**src/rtl/axis_mm_controller.sv**
```systemverilog
// axis_mm_controller: AXI-Stream front/back end for the matrix multiply coprocessor.
// Loads one input frame (A elements, then B elements) into A_RAM/B_RAM,
// pulses Start, waits for Done, then streams RES_RAM out with TLAST on the
// final result.
// Optional build macro TLAST_CHECK_EN: adds frame_err and aborts a frame
// whose TLAST arrives early; a missing TLAST is flagged but not aborted.
module axis_mm_controller #(
   parameter int width          = 8,
   parameter int A_depth_bits   = 3,
   parameter int B_depth_bits   = 2,
   parameter int RES_depth_bits = 1,
   parameter int DATA_WIDTH     = 32
) (
   input  logic                      clk,
   input  logic                      resetn,
   input  logic                      S_AXIS_TVALID,
   output logic                      S_AXIS_TREADY,
   input  logic [DATA_WIDTH-1:0]     S_AXIS_TDATA,
   input  logic                      S_AXIS_TLAST,
   output logic                      M_AXIS_TVALID,
   input  logic                      M_AXIS_TREADY,
   output logic [DATA_WIDTH-1:0]     M_AXIS_TDATA,
   output logic                      M_AXIS_TLAST,
   output logic                      A_write_en,
   output logic [A_depth_bits-1:0]   A_write_address,
   output logic [width-1:0]          A_write_data_in,
   output logic                      B_write_en,
   output logic [B_depth_bits-1:0]   B_write_address,
   output logic [width-1:0]          B_write_data_in,
   output logic                      Start,
   input  logic                      Done,
   output logic                      RES_read_en,
   output logic [RES_depth_bits-1:0] RES_read_address,
   input  logic [width-1:0]          RES_read_data_out
`ifdef TLAST_CHECK_EN
   ,
   output logic                      frame_err
`endif
);

   localparam int A_ELEMS   = 1 << A_depth_bits;
   localparam int B_ELEMS   = 1 << B_depth_bits;
   localparam int RES_ELEMS = 1 << RES_depth_bits;
   localparam int IN_TOTAL  = A_ELEMS + B_ELEMS;
   // Counters are one bit wider than strictly needed so the element totals fit.
   localparam int IN_W      = $clog2(IN_TOTAL + 1);
   localparam int OUT_W     = $clog2(RES_ELEMS + 1);

   localparam logic [IN_W-1:0]  A_ELEMS_C  = IN_W'(A_ELEMS);
   localparam logic [IN_W-1:0]  IN_LAST_C  = IN_W'(IN_TOTAL - 1);
   localparam logic [IN_W-1:0]  IN_ONE_C   = IN_W'(1);
   localparam logic [OUT_W-1:0] OUT_LAST_C = OUT_W'(RES_ELEMS - 1);
   localparam logic [OUT_W-1:0] OUT_ONE_C  = OUT_W'(1);

   typedef enum logic [2:0] {
      S_IDLE,
      S_READ_INPUTS,
      S_COMPUTE,
      S_FETCH,
      S_LATCH,
      S_SEND
   } state_t;

   state_t                 state_q, state_d;
   logic [IN_W-1:0]        in_cnt_q, in_cnt_d;
   logic [OUT_W-1:0]       out_cnt_q, out_cnt_d;
   logic                   tready_q, tready_d;
   logic                   start_q, start_d;
   logic [DATA_WIDTH-1:0]  tdata_q, tdata_d;
`ifdef TLAST_CHECK_EN
   logic                   ferr_q, ferr_d;
`endif

   logic                   in_hs;
   logic                   in_is_a;
   logic                   in_is_last;
   logic                   out_is_last;
   logic [IN_W-1:0]        b_off;
   logic                   unused_ok;

   // Upper TDATA bits carry nothing for this block; TLAST only matters with the check enabled.
   assign unused_ok   = ^{S_AXIS_TDATA, S_AXIS_TLAST};

   assign in_hs       = S_AXIS_TVALID & tready_q;
   assign in_is_a     = (in_cnt_q < A_ELEMS_C);
   assign in_is_last  = (in_cnt_q == IN_LAST_C);
   assign out_is_last = (out_cnt_q == OUT_LAST_C);
   assign b_off       = in_cnt_q - A_ELEMS_C;

   // Write strobes follow the input handshake directly; address/data are
   // forced to zero when no write is happening so idle outputs stay quiet.
   assign S_AXIS_TREADY    = tready_q;
   assign A_write_en       = in_hs & in_is_a;
   assign B_write_en       = in_hs & ~in_is_a;
   assign A_write_address  = A_write_en ? in_cnt_q[A_depth_bits-1:0] : '0;
   assign A_write_data_in  = A_write_en ? S_AXIS_TDATA[width-1:0] : '0;
   assign B_write_address  = B_write_en ? b_off[B_depth_bits-1:0] : '0;
   assign B_write_data_in  = B_write_en ? S_AXIS_TDATA[width-1:0] : '0;

   assign Start            = start_q;
   assign RES_read_en      = (state_q == S_FETCH);
   assign RES_read_address = RES_read_en ? out_cnt_q[RES_depth_bits-1:0] : '0;

   assign M_AXIS_TVALID    = (state_q == S_SEND);
   assign M_AXIS_TDATA     = tdata_q;
   assign M_AXIS_TLAST     = M_AXIS_TVALID & out_is_last;
`ifdef TLAST_CHECK_EN
   assign frame_err        = ferr_q;
`endif

   // Next-state and register-input logic for the load / compute / drain sequence.
   always_comb begin
      state_d   = state_q;
      in_cnt_d  = in_cnt_q;
      out_cnt_d = out_cnt_q;
      tready_d  = tready_q;
      start_d   = 1'b0;
      tdata_d   = tdata_q;
`ifdef TLAST_CHECK_EN
      ferr_d    = ferr_q;
`endif
      case (state_q)
         S_IDLE, S_READ_INPUTS: begin
            // TREADY comes up on the first cycle after reset and stays up while loading.
            tready_d = 1'b1;
            if (in_hs) begin
               state_d = S_READ_INPUTS;
               if (in_is_last) begin
                  state_d  = S_COMPUTE;
                  in_cnt_d = '0;
                  tready_d = 1'b0;
                  start_d  = 1'b1;
`ifdef TLAST_CHECK_EN
                  if (!S_AXIS_TLAST) begin
                     ferr_d = 1'b1;
                  end
`endif
               end else begin
                  in_cnt_d = in_cnt_q + IN_ONE_C;
`ifdef TLAST_CHECK_EN
                  // Early TLAST: drop the partial frame and wait for a fresh one.
                  if (S_AXIS_TLAST) begin
                     in_cnt_d = '0;
                     state_d  = S_IDLE;
                     ferr_d   = 1'b1;
                  end
`endif
               end
            end
         end
         S_COMPUTE: begin
            if (Done) begin
               state_d   = S_FETCH;
               out_cnt_d = '0;
            end
         end
         S_FETCH: begin
            state_d = S_LATCH;
         end
         S_LATCH: begin
            // RES_RAM data is valid one cycle after the read enable.
            tdata_d = DATA_WIDTH'(RES_read_data_out);
            state_d = S_SEND;
         end
         S_SEND: begin
            if (M_AXIS_TREADY) begin
               if (out_is_last) begin
                  state_d   = S_IDLE;
                  out_cnt_d = '0;
                  tready_d  = 1'b1;
               end else begin
                  state_d   = S_FETCH;
                  out_cnt_d = out_cnt_q + OUT_ONE_C;
               end
            end
         end
         default: begin
            state_d = S_IDLE;
         end
      endcase
   end

   // State, counter and output registers with asynchronous active-low reset.
   always_ff @(posedge clk or negedge resetn) begin
      if (!resetn) begin
         state_q   <= S_IDLE;
         in_cnt_q  <= '0;
         out_cnt_q <= '0;
         tready_q  <= 1'b0;
         start_q   <= 1'b0;
         tdata_q   <= '0;
`ifdef TLAST_CHECK_EN
         ferr_q    <= 1'b0;
`endif
      end else begin
         state_q   <= state_d;
         in_cnt_q  <= in_cnt_d;
         out_cnt_q <= out_cnt_d;
         tready_q  <= tready_d;
         start_q   <= start_d;
         tdata_q   <= tdata_d;
`ifdef TLAST_CHECK_EN
         ferr_q    <= ferr_d;
`endif
      end
   end

endmodule

```
**config.mk**
```make
export PLATFORM = sky130hd
export DESIGN_NAME = axis_mm_controller
export DESIGN_NICKNAME = d
export VERILOG_FILES = /design/src/rtl/axis_mm_controller.sv
export SDC_FILE = /design/constraint.sdc
export NUM_CORES = 1
export LEC_CHECK = 0
export CORE_ASPECT_RATIO = 1.2
export CORE_MARGIN = 1.5
export CORE_UTILIZATION = 33
export DETAILED_ROUTE_END_ITERATION = 12
export HOLD_SLACK_MARGIN = 0.15
export PLACE_DENSITY_LB_ADDON = 0.25
export SYNTH_ARGS = -nofsm -noshare
export SYNTH_HDL_FRONTEND = slang
export SYNTH_SLANG_ARGS = --single-unit
```
**constraint.sdc**
```tcl
create_clock -name clk -period 2 [get_ports clk]
set_clock_uncertainty 0.2 [all_clocks]
set_input_delay 0.2 -clock clk [delete_from_list [all_inputs] [get_ports clk]]
set_output_delay 0.2 -clock clk [all_outputs]
set_load 0.01 [all_outputs]
```
# Yosys cells after proc, flatten, opt, wreduce, memory -nomap -nowiden
# Index checks and enable logic that the tools add are counted.
# totals
wordCells	58
regBits	19
ram_bits	0
input_bits	46
romBits	0
output_inout_bits	61
n_memories	0
latch_bits	0
# classes
n_eq_ne	11
n_mux	24
shifts	0
n_reduce_logical	8
n_mul	0
div_mod_pow	0
n_addsub	3
order_cmp	1
bitwise	5
# op_table
cell	count
$mux 8	2
$pmux 3 s5	1
$mux 2	6
$mux 3	4
$reduce_and 3->1	3
$mux 1	8
$eq 3x2->1 const B	2
$eq 3x3->1 const B	2
$add 4x1->4 const B	1
$and 1x1->1	4
$eq 4x4->1 const B	1
$lt 4x4->1 const B	1
$mux 4	1
$ne 2x1->1 const B	2
$ne 2x2->1 const B	2
$pmux 2 s2	1
$reduce_bool 2->1	2
$eq 3x1->1 const B	1
$logic_not 3->1	1
$add 2x1->2 const B	1
$eq 2x1->1 const B	1
$pmux 1 s2	1
$reduce_and 2->1	1
$reduce_or 2->1	1
2 further kinds	2

# Logic depth before layout (Yosys ltp)
# Gate-level depths: netlist (run 1).
# depth
word_depth	4
depth_mapped	4
mapped_depth_nobuf	4

# Worst setup path after synthesis (run 1)
# Ideal clock, no wire load.
# synth_timing
path_type	reg2out
startpoint	register tready_q (netlist: S_AXIS_TREADY)
endpoint	output A_write_address[0]
arrival_ns	1.100
path_slack_ns	0.500
required_ns	1.600
path_buffers	1
path_stages_with_launch	4
cell_sequence	dfrtp_1 > and3_1 > clkbuf_1 > and2_1
# synth_between
elab_chain_len	3
# synth_lines
item	line	text
start: declaration	67	logic tready_q, tready_d;
start signal: assignment	199	tready_q <= tready_d;
$and 1x1->1	84	assign in_hs = S_AXIS_TVALID & tready_q;
$and 1x1->1	93	assign A_write_en = in_hs & in_is_a;
net A_write_en	24	output logic A_write_en,
$mux 3	95	assign A_write_address = A_write_en ? in_cnt_q[A_depth_bits-1:0] : '0;
end: declaration	25	output logic [A_depth_bits-1:0] A_write_address,
# The timed path passes the listed nets, and every way through them passes these cells.

# Final worst setup path (run 1)
# layout_timing
startpoint	register state_q[1]
endpoint	output M_AXIS_TVALID
# layout_between
elab_chain_len	1
# layout_lines
item	line	text
start: declaration	64	state_t state_q, state_d;
start signal: assignment	196	state_q <= state_d;
$eq 3x3->1	104	assign M_AXIS_TVALID = (state_q == S_SEND);
end: declaration	20	output logic M_AXIS_TVALID,
# No other way between the ends.

==> metrics.log, run 1 <==
INFO  metric layout_min_cycle_time = 1.93 ns
INFO  metric yosys_register_bits = 19
INFO  metric start_util = 33.9%
INFO  metric synth-compound-area-share = 8.03%
INFO  metric synth_simple_gate_area_share = 27.5%
INFO  metric detailedPlace.worstSlack = -0.176 ns
INFO  metric grt_antenna_before_repair = 0
INFO  metric numPlacedInstances = 250
INFO  metric slew_viol_final = 0
INFO  metric rows = 25
INFO  metric critical_path_cell_by_cell = nor2b_4, and2_1, clkdlybuf4s50_1
INFO  metric num-fill-cells = 380
INFO  metric synth_xor_xnor_area_share = 0%
INFO  metric cts_buffer_depth = 2
INFO  metric detailed_place_hpwl = 2550 um
INFO  metric synth.area.mux_share = 9.07%
INFO  metric fin_worst_hold_slack = 0.320 ns
INFO  metric static-leakage-power = 1.04 nW
INFO  metric grt_max_degree = 20
INFO  metric finalSetupTns = 0 ns
INFO  metric first_global_vias = 1172
INFO  metric die_width = 60.8 um
INFO  metric placeableCoreArea = 3910 um^2
INFO  metric setup_violations = 0
INFO  metric first_iter_violations = 13
INFO  metric critical_path_class = flop to output pin
INFO  metric layout_nets = 255
INFO  metric detailed_place.area = 1870 um^2
INFO  metric finalInstanceArea = 1970 um^2
INFO  metric main_combinational_cell_family_by_area_after_synthesis = simple AND/OR/NAND/NOR gates
INFO  metric worstSetupStartpointType = flop
INFO  metric ctsHtreeMaxLevel = 1
INFO  metric synthesis.instances = 139
INFO  metric placement.io_buffers = 57
INFO  metric grtUsageTotal = 14.2%
INFO  metric final_antenna_net_count = 0
INFO  metric cp_top_family = buffers and inverters
INFO  metric cts_buffers = 3
INFO  metric vias = 1145
INFO  metric finish.cell_count_without_fillers = 261
INFO  metric clock_root_buffer = sky130_fd_sc_hd__clkbuf_8
INFO  metric timing.critical_path.required = 1.60 ns
INFO  metric drt-vias-per-instance = 4.39
INFO  metric count_of_flip_flops_with_a_built_in_enable_after_synthesis = 0
INFO  metric routabilityCongestion = 0.800
INFO  metric worst-endpoint-arrival = 1.53 ns
INFO  metric antenna_cells = 0
INFO  metric final_hold_vios = 0
INFO  metric post_syn_area = 1330 um^2
INFO  metric slowest_stage = sky130_fd_sc_hd__clkdlybuf4s50_1
INFO  metric crit_buf_inv = 1
INFO  metric gr-total-overflow = 0
INFO  metric die_y = 72.4 um
INFO  metric syn_avg_cell_area = 9.53 um^2
INFO  metric post-route-util = 50.3%
INFO  metric min_period_over_period = 96.3%
INFO  metric pin_count = 107
INFO  metric synth_fa_ha_area_share = 0.944%
INFO  metric drtPass1Iterations = 4
INFO  metric cts_tree = built
INFO  metric power.density = 1130 nW/um^2
INFO  metric irDropWorstVdd = 0.000527 V
INFO  metric area.growth.synth_to_final = 48.4%
INFO  metric critPathMaxFanout = 5
INFO  metric total_power = 2.22 mW
INFO  metric cts_sinks = 19
INFO  metric setup_slack = 0.0742 ns
INFO  metric yosysWarningCount = 0
INFO  metric synth_async_sr_flop_share = 100%
INFO  metric clk_transition_reported_paths = 0.07 ns
INFO  metric min-delay-path-class = flop to flop
INFO  metric maxCapViolations = 0
INFO  metric max_clock_freq = 519 MHz
INFO  metric grt_first_pass_wirelength = 4890 um
INFO  metric rsz_0062_raised_after_global_routing = false
INFO  metric design.die.area = 4410 um^2
INFO  metric latest_clock_arrival_within_the_worst_skew_pair = 0.25 ns
INFO  metric critPathCaptureType = output pin
INFO  metric wl = 3190 um
INFO  metric status = complete, no violations
INFO  metric detail_route.drc_violations = 0
INFO  metric route.detailed.wl_per_inst = 12.2 um
INFO  metric synthDistinctLibCells = 37
INFO  metric critical_path.max_stage_delay = 0.53 ns
INFO  metric synth_sequential_area_ratio = 35.9%
INFO  metric post_route_cells_drive_above_1_share = 16.4%
INFO  metric synth-main-ff-cell = sky130_fd_sc_hd__dfrtp_1
cells in the final DEF (no fill, tap or decap), types with 2 or more instances in the layout:
cell type and n:
sky130_fd_sc_hd__a21o_1 2, sky130_fd_sc_hd__a21oi_1 4, sky130_fd_sc_hd__a31oi_1 2, sky130_fd_sc_hd__and2_1 22
sky130_fd_sc_hd__and3_1 3, sky130_fd_sc_hd__buf_4 13, sky130_fd_sc_hd__clkbuf_8 3, sky130_fd_sc_hd__clkdlybuf4s50_1 32
sky130_fd_sc_hd__conb_1 24, sky130_fd_sc_hd__dfrtp_1 17, sky130_fd_sc_hd__dfrtp_2 2, sky130_fd_sc_hd__dlygate4sd2_1 21
sky130_fd_sc_hd__dlymetal6s2s_1 4, sky130_fd_sc_hd__inv_1 3, sky130_fd_sc_hd__mux2_4 8, sky130_fd_sc_hd__nand2_1 10
sky130_fd_sc_hd__nand2b_1 2, sky130_fd_sc_hd__nand3_1 2, sky130_fd_sc_hd__nand3b_1 2, sky130_fd_sc_hd__nor2_1 5
sky130_fd_sc_hd__nor3_1 4, sky130_fd_sc_hd__o21ai_0 3
cells in the mapped netlist, types with 2 or more instances:
master,n,area share [%]
sky130_fd_sc_hd__buf_4,24,14
sky130_fd_sc_hd__and2_1,22,10
sky130_fd_sc_hd__dfrtp_1,19,36
sky130_fd_sc_hd__nand2_1,10,2.8
sky130_fd_sc_hd__mux2_4,8,9.1
sky130_fd_sc_hd__nor2_1,5,1.4
sky130_fd_sc_hd__a21oi_1,4,1.5
sky130_fd_sc_hd__and3_1,4,1.9
sky130_fd_sc_hd__nor3_1,4,1.5
sky130_fd_sc_hd__clkbuf_1,3,0.85
sky130_fd_sc_hd__inv_1,3,0.85
sky130_fd_sc_hd__o21ai_0,3,1.1
sky130_fd_sc_hd__a21o_1,2,1.1
sky130_fd_sc_hd__a31oi_1,2,0.94
sky130_fd_sc_hd__nand2b_1,2,0.94
sky130_fd_sc_hd__nand3_1,2,0.76
sky130_fd_sc_hd__nand3b_1,2,1.1
power by group:
part / switching, mW / total [mW] / internal, mW
Sequential: 0.128 / 0.671 / 0.543
Combinational: 0.559 / 1.29 / 0.727
Clock: 0.125 / 0.263 / 0.138
Total: 0.812 / 2.22 / 1.41
registers in the layout, indices dropped and copies added, names as in the netlist:
name           cells
M_AXIS_TDATA       8
state_q            3
S_AXIS_TREADY      1
Start              1
in_cnt_q           4
out_cnt_q          2
layout make-up:
| type | instances | area [um^2] | share of cell area [%] |
|---|---|---|---|
| multi-input combinational | 109 | 698 | 35.5 |
| timing repair buffer | 71 | 662 | 33.7 |
| sequential | 19 | 478 | 24.3 |
| tap | 54 | 67.6 | 3.44 |
| clock buffer | 3 | 41.3 | 2.10 |
| inverter | 4 | 15.0 | 0.763 |
| clock inverter | 1 | 5.00 | 0.254 |
worst reg2reg max path, delay by kind of cell, from the launching register on:
kind	cells	cell delay, ns
AO/OA/AOI/OAI	2	0.29
buffers and inverters	2	0.29
flip-flops	1	0.43
AND/OR/NAND/NOR	1	0.27
timing repair:
item	4_1_cts	5_1_grt
hold buffers	1	0
endpoints found under the setup margin	26	5
gates resized for setup	25	4
buffers inserted	3	3
endpoints found under the hold margin	19	0
kinds of logic after synthesis:
| logic type | count (synthesis) |
|---|---|
| AND/OR/NAND/NOR | 60 |
| buffers and inverters | 34 |
| flip-flops | 19 |
| AO/OA/AOI/OAI | 16 |
| multiplexers | 8 |
| adder cells (fa/ha/maj) | 1 |
| other | 1 |
path summary, 6_finish.rpt:
check / startpoint / endpoint / slack (ns) / cells after the start
max: state_q[1] / M_AXIS_TVALID / 0.07 / 3
min: M_AXIS_TDATA[4] / M_AXIS_TDATA[4] / 0.32 / 1
max reg2reg: state_q[2] / in_cnt_q[2] / 0.38 / 5
min reg2reg: M_AXIS_TDATA[4] / M_AXIS_TDATA[4] / 0.32 / 1
max in group asynchronous: resetn / state_q[1] / 0.77 / 3
min in group asynchronous: resetn / M_AXIS_TDATA[7] / 0.62 / 3
layer usage:
layer  GRT usage [%]  up-vias  wire length, um
li1                -      549                -
met2            28.7       57             1750
met1            14.2      539             1140
met3            3.39        0              296
met4            2.17        0                0
met5               0        -                0
Power figures use the tool's default switching activity.
==> inputs of run 2 (changes only) <==
--- a/config.mk
+++ b/config.mk
@@ -7,7 +7,8 @@
 export LEC_CHECK = 0
 export CORE_ASPECT_RATIO = 1.2
 export CORE_MARGIN = 1.5
-export CORE_UTILIZATION = 33
+export CORE_UTILIZATION = 30
+export CTS_CLUSTER_DIAMETER = 40
 export DETAILED_ROUTE_END_ITERATION = 12
 export HOLD_SLACK_MARGIN = 0.15
 export PLACE_DENSITY_LB_ADDON = 0.25
==> run 2 against run 1 <==
Sequential share of layout area is essentially flat. Clock power hardly changed. Global-route usage down 1.4 points. Critical path depth down 1. Register-to-register slack better by 0.04 ns. Sequential power barely moved. Total power is 1.7% lower. Routed wire length is 8.6% lower. Cell count up 0.77%. Utilization down 4.1 points. Die area is 9.5% higher. Largest cell class unchanged. Highest routed layer is now met4.
==> metrics.log, run 2 (synthesis gave the netlist of run 1 again) <==
INFO  metric power.density = 1110 nW/um^2 (-1.9%)
INFO  metric status = complete, no violations
INFO  metric first_global_vias = 1074 (-8.4%)
INFO  metric fin_worst_hold_slack = 0.318 ns (-0.00202 ns)
INFO  metric finalSetupTns = 0 ns (unchanged)
INFO  metric die_y = 75.8 um (+4.7%)
INFO  metric final_common_cell = sky130_fd_sc_hd__clkdlybuf4s50_1
INFO  metric detailedPlace.worstSlack = -0.117 ns (+0.0593 ns)
INFO  metric maxCapViolations = 0 (unchanged)
INFO  metric worstSetupStartpointType = flop
INFO  metric vias = 1107 (-3.3%)
INFO  metric start_util = 31.1% (-2.8 points)
INFO  metric final_hold_vios = 0 (unchanged)
INFO  metric grt_first_pass_wirelength = 4860 um (-0.57%)
INFO  metric worstRegToRegCells = 4 (-1)
INFO  metric cts_sinks = 19 (unchanged)
INFO  metric timing.critical_path.required = 1.60 ns (about the same)
INFO  metric area.sequential = 478 um^2 (unchanged)
INFO  metric critPathMaxFanout = 6 (+1)
INFO  metric cts_buffer_depth = 2 (unchanged)
INFO  metric route.detailed.wl_per_inst = 11.1 um (-9.3%)
INFO  metric multi_input_comb_area = 703 um^2 (+0.72%)
INFO  metric critical_path_class = flop to output pin
INFO  metric switchingPower = 783 uW (-3.6%)
INFO  metric slowest_stage = sky130_fd_sc_hd__clkdlybuf4s50_1
INFO  metric rows = 26 (+4.0%)
INFO  metric design.die.area = 4830 um^2 (+9.5%)
INFO  metric ctsHtreeMaxLevel = 1 (unchanged)
INFO  metric post-route-util = 46.2% (-4.1 points)
INFO  metric detailed_place_hpwl = 2320 um (-8.9%)
INFO  metric drtPass1Iterations = 4 (unchanged)
INFO  metric total_power = 2.18 mW (-1.7%)
INFO  metric static-leakage-power = 1.02 nW (-2.1%)
INFO  metric gr-total-overflow = 0 (unchanged)
INFO  metric area.growth.synth_to_final = 48.7%
INFO  metric clock_root_buffer = sky130_fd_sc_hd__clkbuf_8
INFO  metric slew_viol_final = 0 (unchanged)
INFO  metric cts_buffers = 3 (unchanged)
INFO  metric detail_route.drc_violations = 0 (unchanged)
INFO  metric num-fill-cells = 461 (+21%)
INFO  metric irDropWorstVdd = 0.000645 V (+22%)
INFO  metric min_period_over_period = 94.7% (-1.6 points)
INFO  metric internal-power = 1.40 mW (-0.69%)
INFO  metric worst-endpoint-arrival = 1.49 ns (-0.04 ns)
INFO  metric switching_share = 35.9% (-0.68 points)
INFO  metric antenna_cells = 0 (unchanged)
INFO  metric critical_path.max_stage_delay = 0.57 ns (+0.04 ns)
INFO  metric wl = 2910 um (-8.6%)
INFO  metric pin_count = 107 (unchanged)
INFO  metric cts_tree = built
INFO  metric layout_min_cycle_time = 1.89 ns (-0.0322 ns)
INFO  metric placeableCoreArea = 4260 um^2 (+9.0%)
INFO  metric clk_transition_reported_paths = 0.07 ns (about the same)
INFO  metric share_of_power_burned_in_registers = 30.6% (+0.4 points)
INFO  metric critical_path_cell_by_cell = nor3_2, clkdlybuf4s50_1
INFO  metric most-common-layout-cells = 33 x sky130_fd_sc_hd__clkdlybuf4s50_1, 24 x sky130_fd_sc_hd__conb_1, 22 x sky130_fd_sc_hd__and2_1
INFO  metric grt_max_degree = 20 (unchanged)
INFO  metric latest_clock_arrival_within_the_worst_skew_pair = 0.25 ns (about the same)
INFO  metric finish.cell_count_without_fillers = 263 (+0.77%)
INFO  metric finalInstanceArea = 1970 um^2 (+0.19%)
INFO  metric final_antenna_net_count = 0 (unchanged)
INFO  metric drt-vias-per-instance = 4.21 (-4.1%)
INFO  metric layout_nets = 255 (unchanged)
INFO  metric setup_slack = 0.106 ns (+0.0322 ns)
INFO  metric setup_violations = 0 (unchanged)
INFO  metric detailed_place.area = 1910 um^2 (+1.7%)
INFO  metric critPathCaptureType = output pin
INFO  metric die_width = 63.7 um (+4.6%)
INFO  metric grt_antenna_before_repair = 0 (unchanged)
INFO  metric first_iter_violations = 20 (+7)
INFO  metric placement.io_buffers = 57 (unchanged)
INFO  metric rsz_0062_raised_after_global_routing = false
INFO  metric numPlacedInstances = 256 (+2.4%)
INFO  metric post_route_cells_drive_above_1_share = 16.4% (unchanged)
INFO  metric max_clock_freq = 528 MHz (+1.7%)
INFO  metric min-delay-path-class = flop to flop
INFO  metric hold_path_cells = 1 (unchanged)
INFO  metric routabilityCongestion = 0.775 (-3.2%)
INFO  metric largest_reg_flops = 8 (unchanged)
INFO  metric fraction_of_power_consumed_by_combinational_cells = 57.4% (-0.5 points)
INFO  metric power_frac_clock = 12.0% (about the same)
INFO  metric grtUsageTotal = 12.8% (-1.4 points)
-- run 2: changes by cell type in the layout (fill, tap and decap cells not counted), sizes merged --
| cell | change |
|---|---|
| clkinv | -1 |
| dlymetal6s2s | -1 |
| clkbuf | +1 |
| clkdlybuf4s50 | +1 |
-- run 2: final timing paths --
check | from | to | slack (ns)
max | state_q[2] | RES_read_en | 0.11
min in group asynchronous | resetn | M_AXIS_TDATA[5] | 0.62
max in group asynchronous | resetn | state_q[2] | 0.76
min reg2reg | M_AXIS_TDATA[6] | M_AXIS_TDATA[6] | 0.32
max reg2reg | state_q[2] | M_AXIS_TDATA[1] | 0.42
min | M_AXIS_TDATA[6] | M_AXIS_TDATA[6] | 0.32
-- run 2: worst max-delay path: cells and delay by family, from the launching register on --
| family | cells | cell delay [ns] |
|---|---|---|
| simple gates | 1 | 0.23 |
| buf+inv | 1 | 0.57 |
| flops | 1 | 0.45 |
-- run 2: layer usage --
layer	up-vias	share of wire (%)	global-route usage (%)
met2	59	48	23.2
met3	2	12	4.58
li1	550	-	-
met5	-	0	0
met1	496	40	13.6
met4	0	0.82	5.80
-- run 2: layout make-up --
class                           count  area share [%]
Clock buffer                        4            2.29
Inverter                            4           0.762
Multi-Input combinational cell    109            35.7
Sequential cell                    19            24.3
Tap cell                           56            3.56
Timing Repair Buffer               71            33.5
-- run 2: timing repair --
action / 4_1_cts / 5_1_grt
pin swaps: 0 / 0
setup buffers: 0 / 2
hold buffers: 1 / 0
resized for setup: 23 / 5
hold endpoints to repair: 19 / 0
endpoints found under the setup margin: 24 / 5
-- run 2: power by group through the flow --
stage	Clock, mW	Combinational [mW]	Sequential, mW
after floorplan	0	0.733	0.689
after global placement	0	1.28	0.677
after detailed placement	0	1.29	0.673
after CTS	0.273	1.24	0.677
after global routing	0.296	1.37	0.700
final	0.262	1.25	0.668
